## config.mk

```make
export PLATFORM = sky130hd
export DESIGN_NAME = sobel_window_sched
export DESIGN_NICKNAME = d
export VERILOG_FILES = /design/src/rtl/sobel_window_sched.sv
export SDC_FILE = /design/constraint.sdc
export NUM_CORES = 1
export LEC_CHECK = 0
export CAP_MARGIN = 20
export CORE_ASPECT_RATIO = 1.25
export CORE_MARGIN = 2
export CORE_UTILIZATION = 23
export DETAILED_ROUTE_END_ITERATION = 7
export GPL_ROUTABILITY_DRIVEN = 0
export PLACE_DENSITY = 0.45
export REMOVE_ABC_BUFFERS = 1
export SLEW_MARGIN = 20
export SYNTH_ARGS = -nofsm -noshare
export SYNTH_HDL_FRONTEND = slang
export SYNTH_SLANG_ARGS = --single-unit
export TNS_END_PERCENT = 20
```

## constraint.sdc

```tcl
create_clock -name clk_i -period 5.95 [get_ports clk_i]
set_clock_uncertainty 0.2 [all_clocks]
set_input_delay 1.4875 -clock clk_i [delete_from_list [all_inputs] [get_ports clk_i]]
set_output_delay 1.4875 -clock clk_i [all_outputs]
set_load 0.01 [all_outputs]
```

## src/rtl/sobel_window_sched.sv

```systemverilog
// Frame sequencer for the Sobel kernel: line-buffer addressing/rotation, 3x3 window strobes, result tagging.
// Optional frame/stall statistics are built when SOBEL_SCHED_STATS_EN is defined.
module sobel_window_sched #(
    parameter int IMG_W      = 640,
    parameter int IMG_H      = 480,
    parameter int ADDR_W     = 10,
    parameter int KERNEL_LAT = 3
) (
    input  logic              clk_i,
    input  logic              rst_ni,
    input  logic              start_i,
    input  logic              abort_i,
    output logic              busy_o,
    output logic              done_o,
    input  logic              pix_valid_i,
    output logic              pix_ready_o,
    output logic              lb_wr_en_o,
    output logic [ADDR_W-1:0] lb_addr_o,
    output logic [1:0]        lb_wr_sel_o,
    output logic [1:0]        lb_ctr_sel_o,
    output logic              win_valid_o,
    output logic [ADDR_W-1:0] win_x_o,
    output logic [ADDR_W-1:0] win_y_o,
    output logic              border_o,
    output logic              out_valid_o,
    output logic              out_sof_o,
    output logic              out_eol_o,
    output logic              out_eof_o
`ifdef SOBEL_SCHED_STATS_EN
    ,
    output logic [15:0]       frame_cnt_o,
    output logic [31:0]       stall_cnt_o
`endif
);

    localparam logic [ADDR_W-1:0] X_LAST = ADDR_W'(IMG_W - 1);
    localparam logic [ADDR_W-1:0] Y_LAST = ADDR_W'(IMG_H - 1);
    localparam logic [ADDR_W-1:0] ONE    = ADDR_W'(1);

    typedef enum logic [2:0] {
        S_IDLE,
        S_PRIME,
        S_RUN,
        S_FLUSH,
        S_DONE
    } state_t;

    state_t            state_q, state_d;
    logic [ADDR_W-1:0] in_x, in_y, cx, cy;
    logic              flush_end;
    logic              accept, row_wrap, last_pix, emit, start_acc;
    logic [3:0]        tag_in;
    logic [3:0]        dly_q [KERNEL_LAT];

    function automatic logic [1:0] sel_inc(input logic [1:0] s);
        return (s == 2'd2) ? 2'd0 : s + 2'd1;
    endfunction

    always_comb begin
        pix_ready_o = (state_q == S_PRIME) || (state_q == S_RUN);
        busy_o      = (state_q != S_IDLE);
        done_o      = (state_q == S_DONE) && !abort_i;
        accept      = pix_valid_i && pix_ready_o;
        lb_wr_en_o  = accept;
        row_wrap    = accept && (in_x == X_LAST);
        last_pix    = row_wrap && (in_y == Y_LAST);
        // flush_end gives FLUSH one idle cycle so done_o trails the last window strobe
        emit        = ((state_q == S_RUN) && accept) || ((state_q == S_FLUSH) && !flush_end);
        start_acc   = (state_q == S_IDLE) && start_i && !abort_i;
        lb_addr_o   = '0;
        if (pix_ready_o) lb_addr_o = in_x;
        else if (state_q == S_FLUSH) lb_addr_o = cx;

        state_d = state_q;
        case (state_q)
            S_IDLE:  if (start_i) state_d = S_PRIME;
            S_PRIME: if (accept && (in_x == '0) && (in_y == ONE)) state_d = S_RUN;
            S_RUN:   if (last_pix) state_d = S_FLUSH;
            S_FLUSH: if (flush_end) state_d = S_DONE;
            S_DONE:  state_d = S_IDLE;
            default: state_d = S_IDLE;
        endcase
        if (abort_i) state_d = S_IDLE;
    end

    always_ff @(posedge clk_i or negedge rst_ni) begin
        if (!rst_ni) state_q <= S_IDLE;
        else         state_q <= state_d;
    end

    always_ff @(posedge clk_i or negedge rst_ni) begin
        if (!rst_ni) begin
            in_x <= '0; in_y <= '0; cx <= '0; cy <= '0;
            lb_wr_sel_o <= '0; lb_ctr_sel_o <= '0; flush_end <= 1'b0;
            win_valid_o <= 1'b0; win_x_o <= '0; win_y_o <= '0; border_o <= 1'b0;
        end else if (abort_i || start_acc) begin
            in_x <= '0; in_y <= '0; cx <= '0; cy <= '0;
            lb_wr_sel_o <= '0; lb_ctr_sel_o <= '0; flush_end <= 1'b0;
            win_valid_o <= 1'b0; win_x_o <= '0; win_y_o <= '0; border_o <= 1'b0;
        end else begin
            if (accept) begin
                if (row_wrap) begin
                    in_x        <= '0;
                    in_y        <= (in_y == Y_LAST) ? '0 : in_y + ONE;
                    lb_wr_sel_o <= sel_inc(lb_wr_sel_o);
                end else begin
                    in_x <= in_x + ONE;
                end
            end
            win_valid_o <= emit;
            if (emit) begin
                win_x_o  <= cx;
                win_y_o  <= cy;
                border_o <= (cx == '0) || (cx == X_LAST) || (cy == '0) || (cy == Y_LAST);
                if (cx == X_LAST) begin
                    cx           <= '0;
                    cy           <= (cy == Y_LAST) ? '0 : cy + ONE;
                    lb_ctr_sel_o <= sel_inc(lb_ctr_sel_o);
                    if (cy == Y_LAST) flush_end <= 1'b1;
                end else begin
                    cx <= cx + ONE;
                end
            end
        end
    end

    assign tag_in = {win_valid_o,
                     win_valid_o && (win_x_o == '0) && (win_y_o == '0),
                     win_valid_o && (win_x_o == X_LAST),
                     win_valid_o && (win_x_o == X_LAST) && (win_y_o == Y_LAST)};

    always_ff @(posedge clk_i or negedge rst_ni) begin
        if (!rst_ni) begin
            for (int unsigned i = 0; i < KERNEL_LAT; i++) dly_q[i] <= '0;
        end else if (abort_i) begin
            for (int unsigned i = 0; i < KERNEL_LAT; i++) dly_q[i] <= '0;
        end else begin
            dly_q[0] <= tag_in;
            for (int unsigned i = 1; i < KERNEL_LAT; i++) dly_q[i] <= dly_q[i-1];
        end
    end

    assign out_valid_o = dly_q[KERNEL_LAT-1][3];
    assign out_sof_o   = dly_q[KERNEL_LAT-1][2];
    assign out_eol_o   = dly_q[KERNEL_LAT-1][1];
    assign out_eof_o   = dly_q[KERNEL_LAT-1][0];

`ifdef SOBEL_SCHED_STATS_EN
    always_ff @(posedge clk_i or negedge rst_ni) begin
        if (!rst_ni) begin
            frame_cnt_o <= '0;
            stall_cnt_o <= '0;
        end else begin
            if (done_o) frame_cnt_o <= frame_cnt_o + 16'd1;
            if (start_acc) stall_cnt_o <= '0;
            else if (pix_ready_o && !pix_valid_i && (stall_cnt_o != '1))
                stall_cnt_o <= stall_cnt_o + 32'd1;
        end
    end
`else
    // statistics counters are not built in this configuration
`endif

endmodule

```

# ---- Word-level counts from Yosys, hierarchy flattened
# Index checks and enable logic that the tools add are counted.
dict set report classes {
  addsub 6
  eq_ne 17
  mux 42
  n_reduce_logical 38
}
# op count
set op_table {}
lappend op_table {{$mux W10} 20}
lappend op_table {{$logic_not A10 Y1} 5}
lappend op_table {{$add A10 B1 Y10 const B} 4}
lappend op_table {{$eq A10 B10 Y1 const B} 3}
lappend op_table {{$eq A10 B9 Y1 const B} 3}
lappend op_table {{$mux W2} 8}
lappend op_table {{$mux W3} 5}
lappend op_table {{$logic_and A1 B1 Y1} 14}
lappend op_table {{$mux W12} 1}
lappend op_table {{$pmux W3 S4} 1}
lappend op_table {{$eq A10 B1 Y1 const B} 1}
lappend op_table {{$reduce_bool A2 Y1} 5}
lappend op_table {{$ne A3 B3 Y1 const B} 3}
lappend op_table {{$mux W1} 7}
lappend op_table {{$eq A3 B2 Y1 const B} 2}
lappend op_table {{$logic_or A1 B1 Y1} 6}
lappend op_table {{$add A2 B1 Y2 const B} 2}
lappend op_table {{$eq A2 B2 Y1 const B} 2}
lappend op_table {{$reduce_and A2 Y1} 2}
lappend op_table {{$reduce_and A4 Y1} 1}
lappend op_table {{$eq A3 B1 Y1 const B} 1}
lappend op_table {{$eq A3 B3 Y1 const B} 1}
lappend op_table {{$logic_not A3 Y1} 1}
lappend op_table {{$ne A3 B2 Y1 const B} 1}
lappend op_table {{3 further kinds} 4}
dict set report word_totals {
  reg_bits 82
  inputBits 5
  output_inout_bits 44
  wordCells 118
}

# ---- Longest topological paths before layout
dict set report depth {
  word_depth 8
  ltp_mapped 8
  ltp_nobuf 7
}

# ---- Worst setup path after synthesis
# OpenSTA, ideal clock, no wires.
dict set report synth_path {
  path_kind {input-to-output}
  from {input abort_i}
  to {output done_o}
  t_arrival_ps 2031
  required_ps 4263
  path_slack_ps 2231
  stages 2
  cell_sequence {clkbuf_1 -> nor4_1}
}
dict set report synth_between {
  elab_chain_len 2
}
# element line_no
set synth_rtl {}
lappend synth_rtl {{start, declared} 12} ;# input logic abort_i,
lappend synth_rtl {{$logic_not A1 Y1} 62} ;# done_o = (state_q == S_DONE) && !abort_i;
lappend synth_rtl {{$logic_and A1 B1 Y1} 62}
lappend synth_rtl {{end, declared} 14} ;# output logic done_o,
# No other way between the ends.

# ---- Worst setup path after layout
dict set report layout_path {
  from {input pix_valid_i}
  to {output lb_wr_en_o}
}
dict set report layout_between {
  elab_chain_len 1
}
# element line_no
set layout_rtl {}
lappend layout_rtl {{start, declared} 15} ;# input logic pix_valid_i,
lappend layout_rtl {{$logic_and A1 B1 Y1} 63} ;# accept = pix_valid_i && pix_ready_o;
lappend layout_rtl {{end, declared} 17} ;# output logic lb_wr_en_o,
# No other way between the ends.

==> flow_summary.json <==
{
  "fin_area_um2": 5270,
  "p_per_area_nw_per_um2": 287,
  "cp_common_cell": "clkdlybuf4s50_1",
  "outcome": "completed",
  "synthFlopType": "dfrtp_1",
  "row_count": 56,
  "worstHoldStart": "dly_q[4]",
  "cts_sinks": 82,
  "crit_arrival_ns": 3.13,
  "fin_setup_tns_ns": 0,
  "rsz0062_at_grt": "no",
  "critical_path_class": "in -> out",
  "grt_pass1_wl_um": 20200,
  "cts_setup_buffers": 0,
  "ys_types": 62,
  "viasPerCell": 4.93,
  "worst_pin_slew_ns": 1.06,
  "worst_path_max_delay_cell": "clkdlybuf4s50_1",
  "die_height_um": 157,
  "max_clock_freq_ghz": 0.208,
  "wl_per_cell_um": 16.4,
  "io_pins": 49,
  "min_period_over_period": 0.809,
  "setup_violations": 0,
  "multiInputGateArea_um2": 2080,
  "grt_use_met3": 0.0330,
  "track_usage": 0.129,
  "ys_seq_elements": 82,
  "antenna_found_initial": 0,
  "yosys-top-cells-area": "dfrtp_1 (47%), nand2_1 (6.5%), a21oi_1 (4.3%)",
  "drt-initial-drc-count": 197,
  "netlist_area_um2": 4320,
  "end_kind": "output port",
  "area_growth_pct": 22.0,
  "clockBufferDepth": 2,
  "vdd_ir_drop_max_mv": 0.140,
  "startpoint_type": "input port",
  "n_antenna_cell": 0,
  "grt_pass1_vias": 3805,
  "cts_tree": "yes",
  "hold_buffers": 0,
  "die_x_um": 127,
  "maxSlewViolCount": 0,
  "clk-insertion-delay-late_ns": 0.35,
  "totalWireLength_um": 12400,
  "yosysTopAreaCellShare": 0.475,
  "crit_required_ns": 4.26,
  "drive_above_1_share": 0.0595,
  "cts_max_level": 3,
  "worstRegToRegCells": 5,
  "initial_utilization": 0.233,
  "syn_inst": 483,
  "grt_max_degree": 49,
  "cts_buffers": 9,
  "maxCapViolations": 0,
  "path_max_fanout": 7,
  "layout.nets": 529,
  "top_usage_layer": "met2",
  "die_area_um2": 19900,
  "drt_first_pass_iters": 4,
  "r2r_end": "in_y[6]",
  "cts-resized-gates": 0,
  "dr_total_vias": 3711,
  "yosys.area.top_type": "dfrtp_1",
  "cts-root-buf": "clkbuf_16",
  "grt_overflow": 0,
  "cp_top_family": "buffers and inverters",
  "synth-edff-count": 0,
  "antenna_left": 0,
  "post_dp_cell_area_um2": 4980,
  "cellLeakagePower_nw": 2.10,
  "synth_warnings": 0,
  "grtUsageMet1": 0.157,
  "holdPathStages": 1,
  "max_slew_margin": 0.294,
  "ys_async_sr_fraction": 1.00,
  "holdPathEnd": "out_eof_o",
  "fin_crit_ns": 4.81,
  "syn_avg_cell_area_um2": 8.95,
  "cpPeakStageDelay_ns": 0.61,
  "drc": 0,
  "crit_buf_inv": 3,
  "reg2reg_from": "state_q[0]",
  "hpwl_um": 8820,
  "ff2ff_setup_slack_ns": 2.90,
  "worstPathCellList": "clkdlybuf4s50_1 > nor2b_1 > nand2_1 > inv_2 > clkdlybuf4s50_1",
  "clkTransAtPathRegs_ns": 0.06,
  "hold_viol": 0,
  "portBuffers": 48,
  "seq_area_um2": 2050,
  "use_met2": 0.218,
  "fillCellCount": 1955,
  "seq_area_frac_synth": 0.475,
  "coreArea_um2": 18600,
  "hp-class": "reg -> reg"
}
==> worst max-delay path by stage <==
stage	endpoint	startpoint	depth (start not counted)	slack (ns)
floorplan	done_o	abort_i	1	2.42
global placement	lb_wr_en_o	pix_valid_i	5	1.15
detailed placement	lb_wr_en_o	pix_valid_i	5	1.16
CTS	lb_wr_en_o	pix_valid_i	5	1.14
global route	lb_wr_en_o	pix_valid_i	5	1.08
finish	lb_wr_en_o	pix_valid_i	5	1.14
==> cell type report <==
class                           count  area share
Clock buffer                       12      0.0467
Clock inverter                      4     0.00973
Inverter                           14     0.00996
Multi-Input combinational cell    358       0.395
Sequential cell                    82       0.389
Tap cell                          232      0.0550
Timing Repair Buffer               51      0.0949
==> through the flow <==
stage                     worst slack [ns]  power [W]  std cells  hold WS (ns)   util
after floorplan                       2.42   0.000817        454         0.239      -
after global placement                1.15   0.000950        737         0.248  0.268
after detailed placement              1.16   0.000955        737         0.246  0.268
after CTS                             1.14    0.00153        753         0.260  0.284
after global routing                  1.08    0.00160        753         0.286  0.284
final                                 1.14    0.00151        753         0.257  0.284
==> sequential cells by signal, indices dropped and copies added (netlist names) <==
signal,cells
win_y_o,10
out_sof_o,1
lb_ctr_sel_o,2
border_o,1
out_eof_o,1
in_y,10
dly_q,8
state_q,3
in_x,10
win_valid_o,1
cx,10
flush_end,1
cy,10
out_eol_o,1
out_valid_o,1
win_x_o,10
lb_wr_sel_o,2
==> synth_stat cells, types with 9 or more instances <==
library cell and number:
clkbuf_1 9, nand3_1 25, dfrtp_1 82, a21oi_1 37
xor2_1 10, nor2_1 44, o21ai_1 16, inv_1 13
nor4_1 10, nor3_1 19, buf_2 18, nand2_1 75
a22oi_1 9, nor2b_1 10
==> placed cells by master (no fill, tap or decap), drive strengths merged, types with 5 or more instances in the layout <==
master	n
or3	5
nor2b	10
nand3	25
inv	14
and2	6
o21ai	24
a22oi	9
nand4	9
nor3	19
xor2	11
and4	7
clkdlybuf4s50	47
clkbuf	12
nand2	75
dfrtp	82
nor2	45
nor4	10
a21oi	38
ha	8
==> cells by family after synthesis <==
family | after synthesis | synth area share
AO/OA/AOI/OAI | 103 | 0.156
XOR/XNOR | 14 | 0.0301
adder cells (fa/ha/maj) | 8 | 0.0232
buffers and inverters | 43 | 0.0437
flip-flops | 82 | 0.475
multiplexers | 1 | 0.00261
AND/OR/NAND/NOR | 232 | 0.270
==> power breakdown <==
| group | internal, W | switching [W] |
|---|---|---|
| registers | 0.000576 | 0.0000500 |
| logic | 0.000105 | 0.000213 |
| clock network | 0.000337 | 0.000230 |
==> layer usage <==
layer | vias to the layer above | wire, um
met3 | 19 | 496
li1 | 1787 | -
met1 | 1823 | 5440
met4 | 0 | 245
met5 | - | 0
met2 | 82 | 6180
Power figures use the tool's default switching activity.
